## src/rtl/pdu_buf_pkg.sv

```systemverilog
// pdu_buf_pkg
//   Shared definitions for the PDU buffer controller: state encoding and
//   default widths used as parameter defaults by pdu_buf_ctrl.
package pdu_buf_pkg;

    localparam int PDU_BUF_DATA_WIDTH_DEF = 8;
    localparam int PDU_BUF_ADDR_WIDTH_DEF = 6;

    typedef enum logic [1:0] {
        ST_IDLE    = 2'd0,
        ST_FILL    = 2'd1,
        ST_RD_WAIT = 2'd2,
        ST_OUT     = 2'd3
    } pdu_buf_state_e;

endpackage

```

## src/rtl/pdu_buf_ctrl.sv

```systemverilog
// pdu_buf_ctrl
//   Store-and-forward controller for one PDU held in an external dual-port
//   RAM (1-cycle read latency). A frame of frame_len words is written from a
//   serial stream, then drained on a valid/ready stream at up to one word
//   every two cycles.
//
//   Optional feature: define PDU_BUF_ABORT_EN to add the abort input, which
//   drops the frame in progress from any non-IDLE state.
//
// Ports
//   clk, rst_n                  clock, asynchronous active-low reset
//   frame_start, frame_len      start pulse and word count (1..2^ADDRESS_WIDTH)
//   data_in, data_in_valid      write stream, no backpressure
//   abort                       drop current frame (PDU_BUF_ABORT_EN only)
//   ram_wr_en/addr/data         RAM write port
//   ram_rd_addr, ram_rd_data    RAM read port
//   out_data/valid/last, out_ready  drain stream
//   busy                        high whenever not IDLE
//   len_err, drop               one-cycle error pulses
//
// State     | meaning
// ----------+-----------------------------------------------------------
// ST_IDLE   | waiting for frame_start
// ST_FILL   | writing incoming words at wr_ptr until len words stored
// ST_RD_WAIT| rd_ptr presented to RAM, waiting out the read latency
// ST_OUT    | RAM data on out_data, waiting for the handshake
module pdu_buf_ctrl
    import pdu_buf_pkg::*;
#(
    parameter int DATA_WIDTH    = PDU_BUF_DATA_WIDTH_DEF,
    parameter int ADDRESS_WIDTH = PDU_BUF_ADDR_WIDTH_DEF
) (
    input  logic                     clk,
    input  logic                     rst_n,
    input  logic                     frame_start,
    input  logic [ADDRESS_WIDTH:0]   frame_len,
    input  logic [DATA_WIDTH-1:0]    data_in,
    input  logic                     data_in_valid,
`ifdef PDU_BUF_ABORT_EN
    input  logic                     abort,
`endif
    output logic                     ram_wr_en,
    output logic [ADDRESS_WIDTH-1:0] ram_wr_addr,
    output logic [DATA_WIDTH-1:0]    ram_wr_data,
    output logic [ADDRESS_WIDTH-1:0] ram_rd_addr,
    input  logic [DATA_WIDTH-1:0]    ram_rd_data,
    output logic [DATA_WIDTH-1:0]    out_data,
    output logic                     out_valid,
    output logic                     out_last,
    input  logic                     out_ready,
    output logic                     busy,
    output logic                     len_err,
    output logic                     drop
);

    // Pointers and length carry one extra bit so a full-depth length
    // (2^ADDRESS_WIDTH) is representable and len-1 never underflows.
    localparam logic [ADDRESS_WIDTH:0] DEPTH = {1'b1, {ADDRESS_WIDTH{1'b0}}};
    localparam logic [ADDRESS_WIDTH:0] ONE   = {{ADDRESS_WIDTH{1'b0}}, 1'b1};

    pdu_buf_state_e          state_q, state_d;
    logic [ADDRESS_WIDTH:0]  len_q, len_d;
    logic [ADDRESS_WIDTH:0]  wr_ptr_q, wr_ptr_d;
    logic [ADDRESS_WIDTH:0]  rd_ptr_q, rd_ptr_d;
    logic                    len_err_q, len_err_d;
    logic                    drop_q, drop_d;

    logic abort_hit;
    logic len_ok;
    logic wr_last;
    logic rd_last;
    logic fill_wr;
    logic out_vld;
    logic handshake;

`ifdef PDU_BUF_ABORT_EN
    assign abort_hit = abort && (state_q != ST_IDLE);
`else
    assign abort_hit = 1'b0;
`endif

    always_comb begin
        len_ok    = (frame_len != '0) && (frame_len <= DEPTH);
        wr_last   = (wr_ptr_q == (len_q - ONE));
        rd_last   = (rd_ptr_q == (len_q - ONE));
        // Abort wins over a same-cycle write or handshake by masking both.
        fill_wr   = (state_q == ST_FILL) && data_in_valid && !abort_hit;
        out_vld   = (state_q == ST_OUT) && !abort_hit;
        handshake = out_vld && out_ready;
    end

    always_comb begin
        state_d   = state_q;
        len_d     = len_q;
        wr_ptr_d  = wr_ptr_q;
        rd_ptr_d  = rd_ptr_q;
        len_err_d = 1'b0;
        drop_d    = (data_in_valid && (state_q != ST_FILL))
                 || (frame_start && (state_q != ST_IDLE))
                 || abort_hit;

        if (abort_hit) begin
            state_d = ST_IDLE;
        end else begin
            case (state_q)
                ST_IDLE: begin
                    if (frame_start) begin
                        if (len_ok) begin
                            len_d    = frame_len;
                            wr_ptr_d = '0;
                            state_d  = ST_FILL;
                        end else begin
                            len_err_d = 1'b1;
                        end
                    end
                end
                ST_FILL: begin
                    if (data_in_valid) begin
                        if (wr_last) begin
                            rd_ptr_d = '0;
                            state_d  = ST_RD_WAIT;
                        end else begin
                            wr_ptr_d = wr_ptr_q + ONE;
                        end
                    end
                end
                ST_RD_WAIT: begin
                    state_d = ST_OUT;
                end
                ST_OUT: begin
                    if (handshake) begin
                        if (rd_last) begin
                            state_d = ST_IDLE;
                        end else begin
                            rd_ptr_d = rd_ptr_q + ONE;
                            state_d  = ST_RD_WAIT;
                        end
                    end
                end
                default: begin
                    state_d = ST_IDLE;
                end
            endcase
        end
    end

    always_ff @(posedge clk or negedge rst_n) begin
        if (!rst_n) begin
            state_q   <= ST_IDLE;
            len_q     <= '0;
            wr_ptr_q  <= '0;
            rd_ptr_q  <= '0;
            len_err_q <= 1'b0;
            drop_q    <= 1'b0;
        end else begin
            state_q   <= state_d;
            len_q     <= len_d;
            wr_ptr_q  <= wr_ptr_d;
            rd_ptr_q  <= rd_ptr_d;
            len_err_q <= len_err_d;
            drop_q    <= drop_d;
        end
    end

    // Addresses and data are forced to zero outside their active states so
    // the ports read as zero while reset holds the FSM in IDLE.
    assign ram_wr_en   = fill_wr;
    assign ram_wr_addr = (state_q == ST_FILL) ? wr_ptr_q[ADDRESS_WIDTH-1:0] : '0;
    assign ram_wr_data = (state_q == ST_FILL) ? data_in : '0;
    assign ram_rd_addr = ((state_q == ST_RD_WAIT) || (state_q == ST_OUT))
                         ? rd_ptr_q[ADDRESS_WIDTH-1:0] : '0;
    assign out_valid   = out_vld;
    assign out_data    = out_vld ? ram_rd_data : '0;
    assign out_last    = out_vld && rd_last;
    assign busy        = (state_q != ST_IDLE);
    assign len_err     = len_err_q;
    assign drop        = drop_q;

endmodule

```

## config.mk

```make
export PLATFORM = sky130hd
export DESIGN_NAME = pdu_buf_ctrl
export DESIGN_NICKNAME = d
export VERILOG_FILES = /design/src/rtl/pdu_buf_pkg.sv /design/src/rtl/pdu_buf_ctrl.sv
export SDC_FILE = /design/constraint.sdc
export NUM_CORES = 1
export LEC_CHECK = 0
export BUFFER_PORTS_ARGS = -buffer_cell sky130_fd_sc_hd__buf_2
export CAP_MARGIN = 10
export CORE_UTILIZATION = 35
export CTS_BUF_LIST = sky130_fd_sc_hd__clkbuf_16
export CTS_CLUSTER_DIAMETER = 150
export DETAILED_ROUTE_END_ITERATION = 8
export PLACE_DENSITY = 0.56
export SKIP_CTS_REPAIR_TIMING = 1
export SKIP_LAST_GASP = 1
export SLEW_MARGIN = 20
export SYNTH_ARGS = -nofsm -noshare
export SYNTH_HDL_FRONTEND = slang
export SYNTH_SLANG_ARGS = --single-unit
```

## constraint.sdc

```tcl
create_clock -name clk -period 4.54 [get_ports clk]
set_input_delay 0.908 -clock clk [delete_from_list [all_inputs] [get_ports clk]]
set_output_delay 0.908 -clock clk [all_outputs]
set_load 0.05 [all_outputs]
```

# == Word level (Yosys, flattened, before mapping) ==
# Index checks and enable logic that the tools add are counted.
# op_classes
eq_ne,13
addsub,3
magnitude_cmp,1
n_mux,24
reduce_logical,17
# ops
op,count
$mux W7,8
$pmux W7 S2,2
$mux W8,2
$reduce_and A5 Y1,3
$add A7 B1 Y7 const B,2
$eq A7 B7 Y1,2
$mux W2,6
$mux W6,2
$ne A2 B2 Y1 const B,6
$pmux W2 S4,1
$le A7 B7 Y1 const B,1
$reduce_bool A7 Y1,1
$sub A7 B1 Y7 const B,1
$logic_and A1 B1 Y1,6
$reduce_bool A2 Y1,3
$eq A2 B2 Y1 const B,2
$ne A2 B1 Y1 const B,2
$mux W1,3
$reduce_and A3 Y1,1
$eq A2 B1 Y1 const B,1
$logic_not A2 Y1,1
$logic_or A1 B1 Y1,2
# word_totals
input_bits,28
output_inout_bits,34
elab_cells,64
ff_bits,25

# == Longest topological paths before layout ==
# Gate-level depths: netlist of the first run.
# logic_depth
ltp_word,5
depth_mapped,10
mapped_depth_nobuf,9

# == Least setup slack after synthesis of the first run ==
# Ideal clock, no wire load.
# synth_timing
path_type,flip-flop to output port
from,register len_q[3]
to,output out_last
arrival_ps,2210
required_time_ps,3632
path_buffers,1
path_stages_with_launch,6
path_slack_ps,1422
cell_sequence,dfrtp_1 > buf_6 > or3_4 > or2_4 > xor2_2 > a2111oi_4
# synth_between
elab_chain_len,3
# synth_rtl
element,line,text
start: declaration,pdu_buf_ctrl.sv:62,"logic [ADDRESS_WIDTH:0] len_q, len_d;"
start signal: assignment,pdu_buf_ctrl.sv:157,len_q <= len_d;
$sub A7 B1 Y7,pdu_buf_ctrl.sv:85,rd_last = (rd_ptr_q == (len_q - ONE));
$eq A7 B7 Y1,pdu_buf_ctrl.sv:85,
$logic_and A1 B1 Y1,pdu_buf_ctrl.sv:174,assign out_last = out_vld && rd_last;
end: declaration,pdu_buf_ctrl.sv:49,"output logic out_last,"
# Every way passes these cells.

# == Worst setup path in the final report of the first run ==
# layout_timing
from,register len_q[0]
to,output out_last
# Same word-level chain as after synthesis.

==> results of run 1 <==
cell usage after synthesis, types with 2 or more instances:
cell type and number:
xnor2_1 7, a21oi_1 3, dfrtp_1 25, or3_1 2, xor2_1 9, nand2_1 10, o41ai_1 2, nand3_1 7
or2_1 2, mux2_2 7, o31ai_1 4, and2_1 24, nor3_1 5, o211ai_1 2, a31oi_1 2, ha_1 3
o21ai_0 18, nor2b_1 2, clkbuf_1 4, and3_1 12, buf_6 2, nor2_1 10, inv_1 6, nand2b_1 7
cells by family after synthesis:
| group | share of synthesized area [%] |
|---|---|
| flip-flops | 34.7 |
| XOR/XNOR | 9.99 |
| AO/OA/AOI/OAI | 14.9 |
| multiplexers | 4.93 |
| buffers and inverters | 3.54 |
| AND/OR/NAND/NOR | 29.9 |
| adder cells (fa/ha/maj) | 2.08 |
metrics by stage:
| stage | utilization [%] | power [mW] | worst slack (ns) | instances |
|---|---|---|---|---|
| 2_1_floorplan | - | 0.731 | 1.42 | 197 |
| 3_3_place_gp | 44.6 | 0.836 | 1.22 | 320 |
| 4_1_cts | 46.2 | 1.04 | 0.951 | 324 |
| 6_report | 46.2 | 1.03 | 0.963 | 324 |
| 5_1_grt | 46.2 | 1.10 | 0.781 | 324 |
| 3_5_place_dp | 44.6 | 0.840 | 1.18 | 320 |
worst max-delay path by stage:
stage | slack, ns | startpoint | end | cells past startpoint
detailed placement | 1.18 | frame_len[3] | wr_ptr_q[6] | 8
global placement | 1.22 | frame_len[3] | wr_ptr_q[6] | 8
CTS | 0.95 | len_q[0] | out_last | 7
finish | 0.96 | len_q[0] | out_last | 7
floorplan | 1.42 | len_q[3] | out_last | 5
global route | 0.78 | len_q[0] | out_last | 7
power by group:
group | switching [mW] | leakage [nW] | internal [mW]
Combinational | 0.324 | 0.765 | 0.183
Clock | 0.0799 | 0.0423 | 0.118
Sequential | 0.0690 | 0.314 | 0.256
Total | 0.473 | 1.12 | 0.557
worst max-delay path, cell delays in order, from the launching register on:
cell,delay (ns)
dfrtp_1,0.44
inv_1,0.08
ha_1,0.23
nand2b_1,0.18
or2_4,0.31
xor2_2,0.16
a2111oi_4,0.64
buf_2,0.38
registers in the layout, summed over array words and instances (netlist names):
register,count
drop,1
len_err,1
len_q,7
rd_ptr_q,7
state_q,2
wr_ptr_q,7
cell type report:
type                            count  area [um2]  share of cell area, %
Multi-Input combinational cell    159        1110                   49.7
Timing Repair Buffer               62         313                   14.0
Sequential cell                    25         626                   27.9
Inverter                            7        26.3                   1.17
Clock inverter                      1        3.75                  0.168
Clock buffer                        3        75.1                   3.35
Tap cell                           67        83.8                   3.74
routing by layer:
metal | wire length [um] | global-route usage [%] | share of wire [%] | vias up
met5 | 0 | 0 | 0 | -
met4 | 61 | 5.77 | 1.4 | 0
met3 | 106 | 2.06 | 2.5 | 5
met2 | 1960 | 27.1 | 45 | 23
met1 | 2200 | 25.9 | 51 | 749
li1 | - | - | - | 816
==> flow_metrics.py, run 1 <==
metrics = {
    "sta": {
        "hold_slack_ns": 0.536,
        "tns_ns": 0,
        "hold_viol": 0,
        "skew_ns": 0.00271,
        "slew_headroom_pct": 59.7,
        "fmax_mhz": 280,
        "maxSlewViolCount": 0,
        "setup_violations": 0,
        "rsz0062_at_grt": "no",
        "worstMarginPinSlew_ns": 0.605,
        "min_period_ns": 3.58,
        "min_period_over_period_pct": 78.8,
    },
    "job": {
        "drv_cap": 0,
    },
    "hold_path": {
        "worstHoldPathType": "flip-flop to flip-flop",
        "holdCritStartpoint": "wr_ptr_q[6]",
        "min_to": "wr_ptr_q[6]",
        "hold_depth": 1,
    },
    "power_and_ir_drop": {
        "ir_worst_vdd_mv": 0.192,
        "powerDensity_nw_per_um2": 460,
        "power_leakage_nw": 1.12,
    },
    "route": {
        "dr.pass1.iters": 4,
        "avgRoutedWirePerCell_um": 13.3,
        "routed_wl_um": 4320,
        "drtIter0Drc": 50,
        "ant_nets": 0,
        "drc": 0,
        "num_vias": 1593,
        "viasPerCell": 4.92,
    },
    "global_routing": {
        "grt_pass1_wl_um": 7330,
        "antenna_found_initial": 0,
        "grt_overflow_total": 0,
        "grt_start_max_net_pins": 26,
        "grt_usage_pct": 17.7,
        "grt_pass1_vias": 1486,
    },
    "clock_tree": {
        "cts_tree": "done",
        "cts_buffer_depth": 2,
        "cts_sinks": 25,
        "clock_latency_ns": 0.26,
        "cts_inserted_buffers": 3,
        "cts_htree_levels": 1,
        "clock_tree.root_cell": "clkbuf_16",
        "clkSlewWorstSetupHoldPaths_ns": 0.06,
    },
    "layout": {
        "finalNetCount": 289,
        "syn_to_final_growth_pct": 24.3,
        "final_cell_mix": "buf_2, dfrtp_1, and2_1, o21ai_0, and3_1",
        "n_antenna_cell": 0,
        "layout_commonest_cell": "buf_2",
        "drive_gt1_share_pct": 31.5,
        "fin_area_um2": 2240,
        "num-fill-cells": 483,
    },
    "floorplanning": {
        "dieArea_um2": 5440,
        "die_w_um": 73.8,
        "coreArea_um2": 4850,
        "num_io_pins": 62,
        "die_h_um": 73.8,
        "num_rows": 25,
        "initial_utilization_pct": 37.2,
    },
    "synth": {
        "syn_nets": 228,
        "synth_top_area_share_pct": 34.7,
        "ys_async_sr_fraction_pct": 100,
        "avgSynthCellArea_um2": 9.15,
        "synth_area_um2": 1800,
        "synth_area_leader_cell": "dfrtp_1",
        "synth_seq_cells": 25,
        "yosysSeqAreaShare_pct": 34.7,
        "synth_cells": 197,
        "yosysUniqueCellTypes": 46,
        "ys.flop_type": "dfrtp_1",
        "synth_area_leaders": "dfrtp_1, and2_1, o21ai_0",
        "synth_edf_count": 0,
        "ys_warn_count": 0,
    },
    "place": {
        "gp_congestion": 0.760,
        "portBuffers": 61,
        "hpwl_um": 3260,
        "placed_area_um2": 2160,
    },
    "outcome": {
        "outcome": "completed",
    },
    "worst_setup_path": {
        "r2r_cells": 8,
        "cp.arrival_ns": 2.67,
        "path_class": "flip-flop to output port",
        "worstSetupStartpointType": "flip-flop",
        "worstReg2RegEnd": "state_q[1]",
        "required_ns": 3.63,
        "reg2reg_from": "len_q[0]",
        "worstSetupEndpointType": "output port",
        "r2r_slack_ns": 1.86,
        "worstPathMaxFanout": 10,
    },
}
Power figures use the tool's default switching activity.
==> inputs of run 2 (changes only) <==
Clock period 4.54 ns to 3.3 ns, I/O delays scaled along.
==> run 2 against run 1 <==
Against the previous run:
- worst hold slack lost 0.15 ns
- core utilization up 0.44 points
- clock skew about the same
- wire length decreased by 2.9%
- count of clock-buffer cells in the layout did not move
- sequential power up 37%
- sequential share of layout area fell by 0.26 points
- die area unchanged
- worst setup slack got worse by 0.70 ns
- register-to-register slack lost 1.2 ns
- critical endpoint unchanged
==> flow_metrics.py, run 2 (synthesis gave the netlist of run 1 again) <==
metrics = {
    "sta": {
        "worstMarginPinSlew_ns": 0.572,
        "rsz0062_at_grt": "no",
        "skew_ns": 0.00280,
        "tns_ns": 0,
        "hold_viol": 0,
        "fmax_mhz": 329,
        "setup_violations": 0,
        "min_period_over_period_pct": 92.0,
        "slew_headroom_pct": 61.9,
        "maxSlewViolCount": 0,
        "min_period_ns": 3.04,
    },
    "worst_setup_path": {
        "worstReg2RegEnd": "rd_ptr_q[4]",
        "r2r_cells": 9,
        "reg2reg_from": "len_q[0]",
        "required_ns": 2.64,
        "r2r_slack_ns": 0.65,
        "worstSetupEndpointType": "output port",
        "worstPathMaxFanout": 5,
        "worstSetupStartpointType": "flip-flop",
        "path_class": "flip-flop to output port",
        "crit_path_start": "len_q[0]",
        "cp.arrival_ns": 2.38,
    },
    "power_and_ir_drop": {
        "power_leakage_nw": 1.13,
        "ir_worst_vdd_mv": 0.237,
        "finalPower_mw": 1.41,
        "p_seq_share_pct": 31.5,
        "p_int_uw": 771,
        "switching_share_pct": 45.5,
        "pwr-share-clk_pct": 19.2,
        "p_switching_uw": 644,
        "powerDensity_nw_per_um2": 625,
        "p_comb_share_pct": 49.3,
    },
    "clock_tree": {
        "cts_sinks": 25,
        "clock_tree.root_cell": "clkbuf_16",
        "cts_tree": "done",
        "clkSlewWorstSetupHoldPaths_ns": 0.06,
        "cts_htree_levels": 1,
        "clock_latency_ns": 0.26,
        "cts_inserted_buffers": 3,
        "cts_buffer_depth": 2,
    },
    "floorplanning": {
        "num_rows": 25,
        "initial_utilization_pct": 37.2,
        "die_h_um": 73.8,
        "dieArea_um2": 5440,
        "coreArea_um2": 4850,
        "num_io_pins": 62,
        "die_w_um": 73.8,
    },
    "global_routing": {
        "grt_pass1_wl_um": 7020,
        "antenna_found_initial": 0,
        "grt_pass1_vias": 1434,
        "grt_usage_pct": 16.9,
        "grt_start_max_net_pins": 26,
        "grt_overflow_total": 0,
    },
    "job": {
        "drv_cap": 0,
    },
    "route": {
        "viasPerCell": 4.89,
        "top_layer": "met4",
        "drtIter0Drc": 81,
        "wl_met3_um": 210,
        "dr.pass1.iters": 4,
        "routed_wl_um": 4200,
        "drc": 0,
        "wl_met1_um": 2030,
        "dr_wl_met2_um": 1940,
        "avgRoutedWirePerCell_um": 12.9,
        "num_vias": 1593,
        "ant_nets": 0,
    },
    "layout": {
        "finalNetCount": 291,
        "final_cell_mix": "buf_2, dfrtp_1, and2_1, o21ai_0, and3_1",
        "fin_area_um2": 2260,
        "num-fill-cells": 459,
        "instances_no_fill": 326,
        "layout_commonest_cell": "buf_2",
        "n_antenna_cell": 0,
        "reg_top3": "len_q x7, rd_ptr_q x7, wr_ptr_q x7",
        "drive_gt1_share_pct": 32.8,
        "syn_to_final_growth_pct": 25.5,
    },
    "place": {
        "dpl.cell_count": 322,
        "gp_congestion": 0.805,
        "portBuffers": 61,
        "placed_area_um2": 2180,
        "hpwl_um": 3300,
    },
    "hold_path": {
        "worstHoldPathType": "input pin to async pin",
    },
    "outcome": {
        "outcome": "completed",
    },
}
==> run 2: cell count changes in the layout (fill, tap and decap cells not counted), sizes merged <==
cell    previous run  this run
inv                7         6
clkinv             1         2
buf               62        64
==> run 2: per-stage QoR <==
step,setup slack (ns),hold slack [ns],utilization [%]
after floorplan,0.430,0.364,-
after global placement,0.332,0.505,44.9
after detailed placement,0.277,0.502,44.9
after CTS,0.233,0.408,46.6
after global routing,0.104,0.430,46.7
final,0.263,0.389,46.7
==> run 2: area by class of cell <==
cell class	count	area, um2	area share (%)
inverters	7	26.3	1.16
clock buffers	3	75.1	3.32
multi-input cells	159	1120	49.4
flip-flops and latches	25	626	27.7
clock inverters	1	5.00	0.221
well taps	67	83.8	3.71
repair buffers	64	328	14.5
==> run 2: worst max-delay path, cell delays in order, from the launching register on <==
cell       delay (ns)
dfrtp_1          0.44
inv_1            0.08
ha_1             0.21
nand2b_1         0.16
or2_4            0.31
xor2_2           0.16
a2111oi_4        0.41
buf_2            0.33
==> run 2: how the worst max path moves through the flow <==
stage	endpoint	slack (ns)	depth (start not counted)
2_1_floorplan	out_last	0.43	5
3_3_place_gp	wr_ptr_q[6]	0.33	8
3_5_place_dp	wr_ptr_q[6]	0.28	8
4_1_cts	out_last	0.23	6
5_1_grt	out_last	0.10	7
6_report	out_last	0.26	7
==> run 2: metal layers <==
layer / global-route usage [%] / vias to the layer above
met3: 2.74 / 4
li1: - / 820
met1: 25.5 / 730
met4: 3.21 / 0
met5: 0 / -
met2: 25.3 / 39
==> run 2: power by group through the flow <==
stage                     sequential [mW]  combinational [mW]  clock (mW)
after floorplan                     0.418               0.589           0
after global placement              0.451               0.700           0
after detailed placement            0.451               0.701           0
after CTS                           0.445               0.702       0.275
after global routing                0.460               0.764       0.295
final                               0.445               0.698       0.271
==> inputs of run 3 (changes only) <==
Settings changed: CORE_UTILIZATION 35 to 50, PLACE_DENSITY 0.56 to 0.77.
==> run 3 against run 2 <==
Against the previous run:
- global-route usage is 6.3 points higher
- power is 0.20% lower
- combinational power is 0.7% higher
- first-iteration DRC count is 12% lower
- design area down 1.4%
- sequential share of layout area increased by 0.40 points
- largest cell class unchanged
==> flow_metrics.py, run 3 (synthesis gave the netlist of run 1 again) <==
metrics = {
    "sta": {
        "slew_headroom_pct": 62.9,
        "maxSlewViolCount": 0,
        "hold_viol": 0,
        "setup_violations": 0,
        "rsz0062_at_grt": "no",
        "min_period_over_period_pct": 92.9,
        "fmax_mhz": 326,
        "skew_ns": 0.00145,
        "tns_ns": 0,
        "hold_slack_ns": 0.387,
        "worstMarginPinSlew_ns": 0.557,
        "min_period_ns": 3.06,
    },
    "floorplanning": {
        "num_rows": 21,
        "num_io_pins": 62,
        "dieArea_um2": 3850,
        "coreArea_um2": 3390,
        "die_h_um": 62.1,
        "die_w_um": 62.1,
        "initial_utilization_pct": 53.2,
    },
    "route": {
        "routed_wl_um": 4140,
        "num_vias": 1648,
        "dr.pass1.iters": 4,
        "drc": 0,
        "avgRoutedWirePerCell_um": 13.6,
        "ant_nets": 0,
        "drtIter0Drc": 71,
        "viasPerCell": 5.40,
    },
    "hold_path": {
        "worstHoldPathType": "input pin to async pin",
    },
    "global_routing": {
        "grt_usage_pct": 23.2,
        "antenna_found_initial": 0,
        "grt_start_max_net_pins": 26,
        "grt_overflow_total": 0,
        "grt_pass1_wl_um": 6500,
        "grt_pass1_vias": 1338,
    },
    "worst_setup_path": {
        "required_ns": 2.64,
        "worstSetupEndpointType": "output port",
        "worstSetupStartpointType": "flip-flop",
        "cp.arrival_ns": 2.40,
        "path_class": "flip-flop to output port",
        "worstReg2RegEnd": "rd_ptr_q[4]",
        "r2r_cells": 9,
        "worstPathMaxFanout": 5,
        "r2r_slack_ns": 0.66,
        "reg2reg_from": "len_q[0]",
    },
    "clock_tree": {
        "cts_inserted_buffers": 3,
        "clock_tree.root_cell": "clkbuf_16",
        "cts_sinks": 25,
        "clkSlewWorstSetupHoldPaths_ns": 0.06,
        "cts_tree": "done",
        "clock_latency_ns": 0.26,
        "cts_htree_levels": 1,
        "cts_buffer_depth": 2,
    },
    "layout": {
        "drive_gt1_share_pct": 32.0,
        "fin_area_um2": 2230,
        "syn_to_final_growth_pct": 23.7,
        "n_antenna_cell": 0,
        "layout_commonest_cell": "buf_2",
        "final_util_pct": 65.8,
        "final_cell_mix": "buf_2, dfrtp_1, and2_1, o21ai_0, and3_1",
        "reg_top3": "len_q x7, rd_ptr_q x7, wr_ptr_q x7",
        "finalNetCount": 291,
    },
    "outcome": {
        "outcome": "completed",
    },
    "job": {
        "drv_cap": 0,
    },
    "power_and_ir_drop": {
        "power_leakage_nw": 1.13,
        "ir_worst_vdd_mv": 0.352,
        "powerDensity_nw_per_um2": 633,
    },
    "place": {
        "hpwl_um": 3180,
        "placed_area_um2": 2150,
        "portBuffers": 61,
        "gp_congestion": 0.851,
    },
}
run 3: cell types whose count changed in the layout (fill, tap and decap cells not counted):
cell	delta
clkinv_2	-1
nor3_2	-1
nor3_1	+1
inv_1	+1
run 3: cell type report:
type	count	area, um2
Fill cell	309	1160
Multi-Input combinational cell	159	1110
Sequential cell	25	626
Timing Repair Buffer	64	328
Clock buffer	3	75.1
Tap cell	46	57.6
Inverter	7	26.3
Clock inverter	1	3.75
run 3: worst max-delay path by stage:
stage	startpoint	end	slack, ns	depth (start not counted)
detailed placement	frame_len[3]	wr_ptr_q[5]	0.23	8
floorplan	len_q[3]	out_last	0.43	5
finish	len_q[0]	out_last	0.24	7
global placement	frame_len[3]	wr_ptr_q[6]	0.35	8
CTS	len_q[0]	out_last	0.25	7
global route	len_q[2]	out_last	0.10	6
run 3: critical path, stage by stage (launching register included):
cell and delay [ns]:
dfrtp_1 0.45, inv_1 0.09, ha_1 0.23, nand2b_1 0.18
or2_4 0.31, xor2_2 0.16, a2111oi_4 0.40, buf_2 0.33
run 3: power by group:
group / leakage [nW] / switching [mW] / internal, mW
Combinational: 0.776 / 0.449 / 0.254
Clock: 0.0423 / 0.103 / 0.162
Sequential: 0.314 / 0.0911 / 0.352
Total: 1.13 / 0.643 / 0.769
run 3: per-layer routing:
layer	GRT usage, %	part of all wire, %	vias up
met2	35.3	49	45
met4	6.35	0.97	0
met1	34.9	45	779
li1	-	-	819
met3	2.69	4.8	5
met5	0	0	-
run 3: through the flow:
step	instances	setup slack (ns)	power [mW]
final	305	0.236	1.41
after global placement	301	0.353	1.14
after floorplan	197	0.430	1.01
after global routing	305	0.103	1.50
after CTS	305	0.253	1.42
after detailed placement	301	0.233	1.15
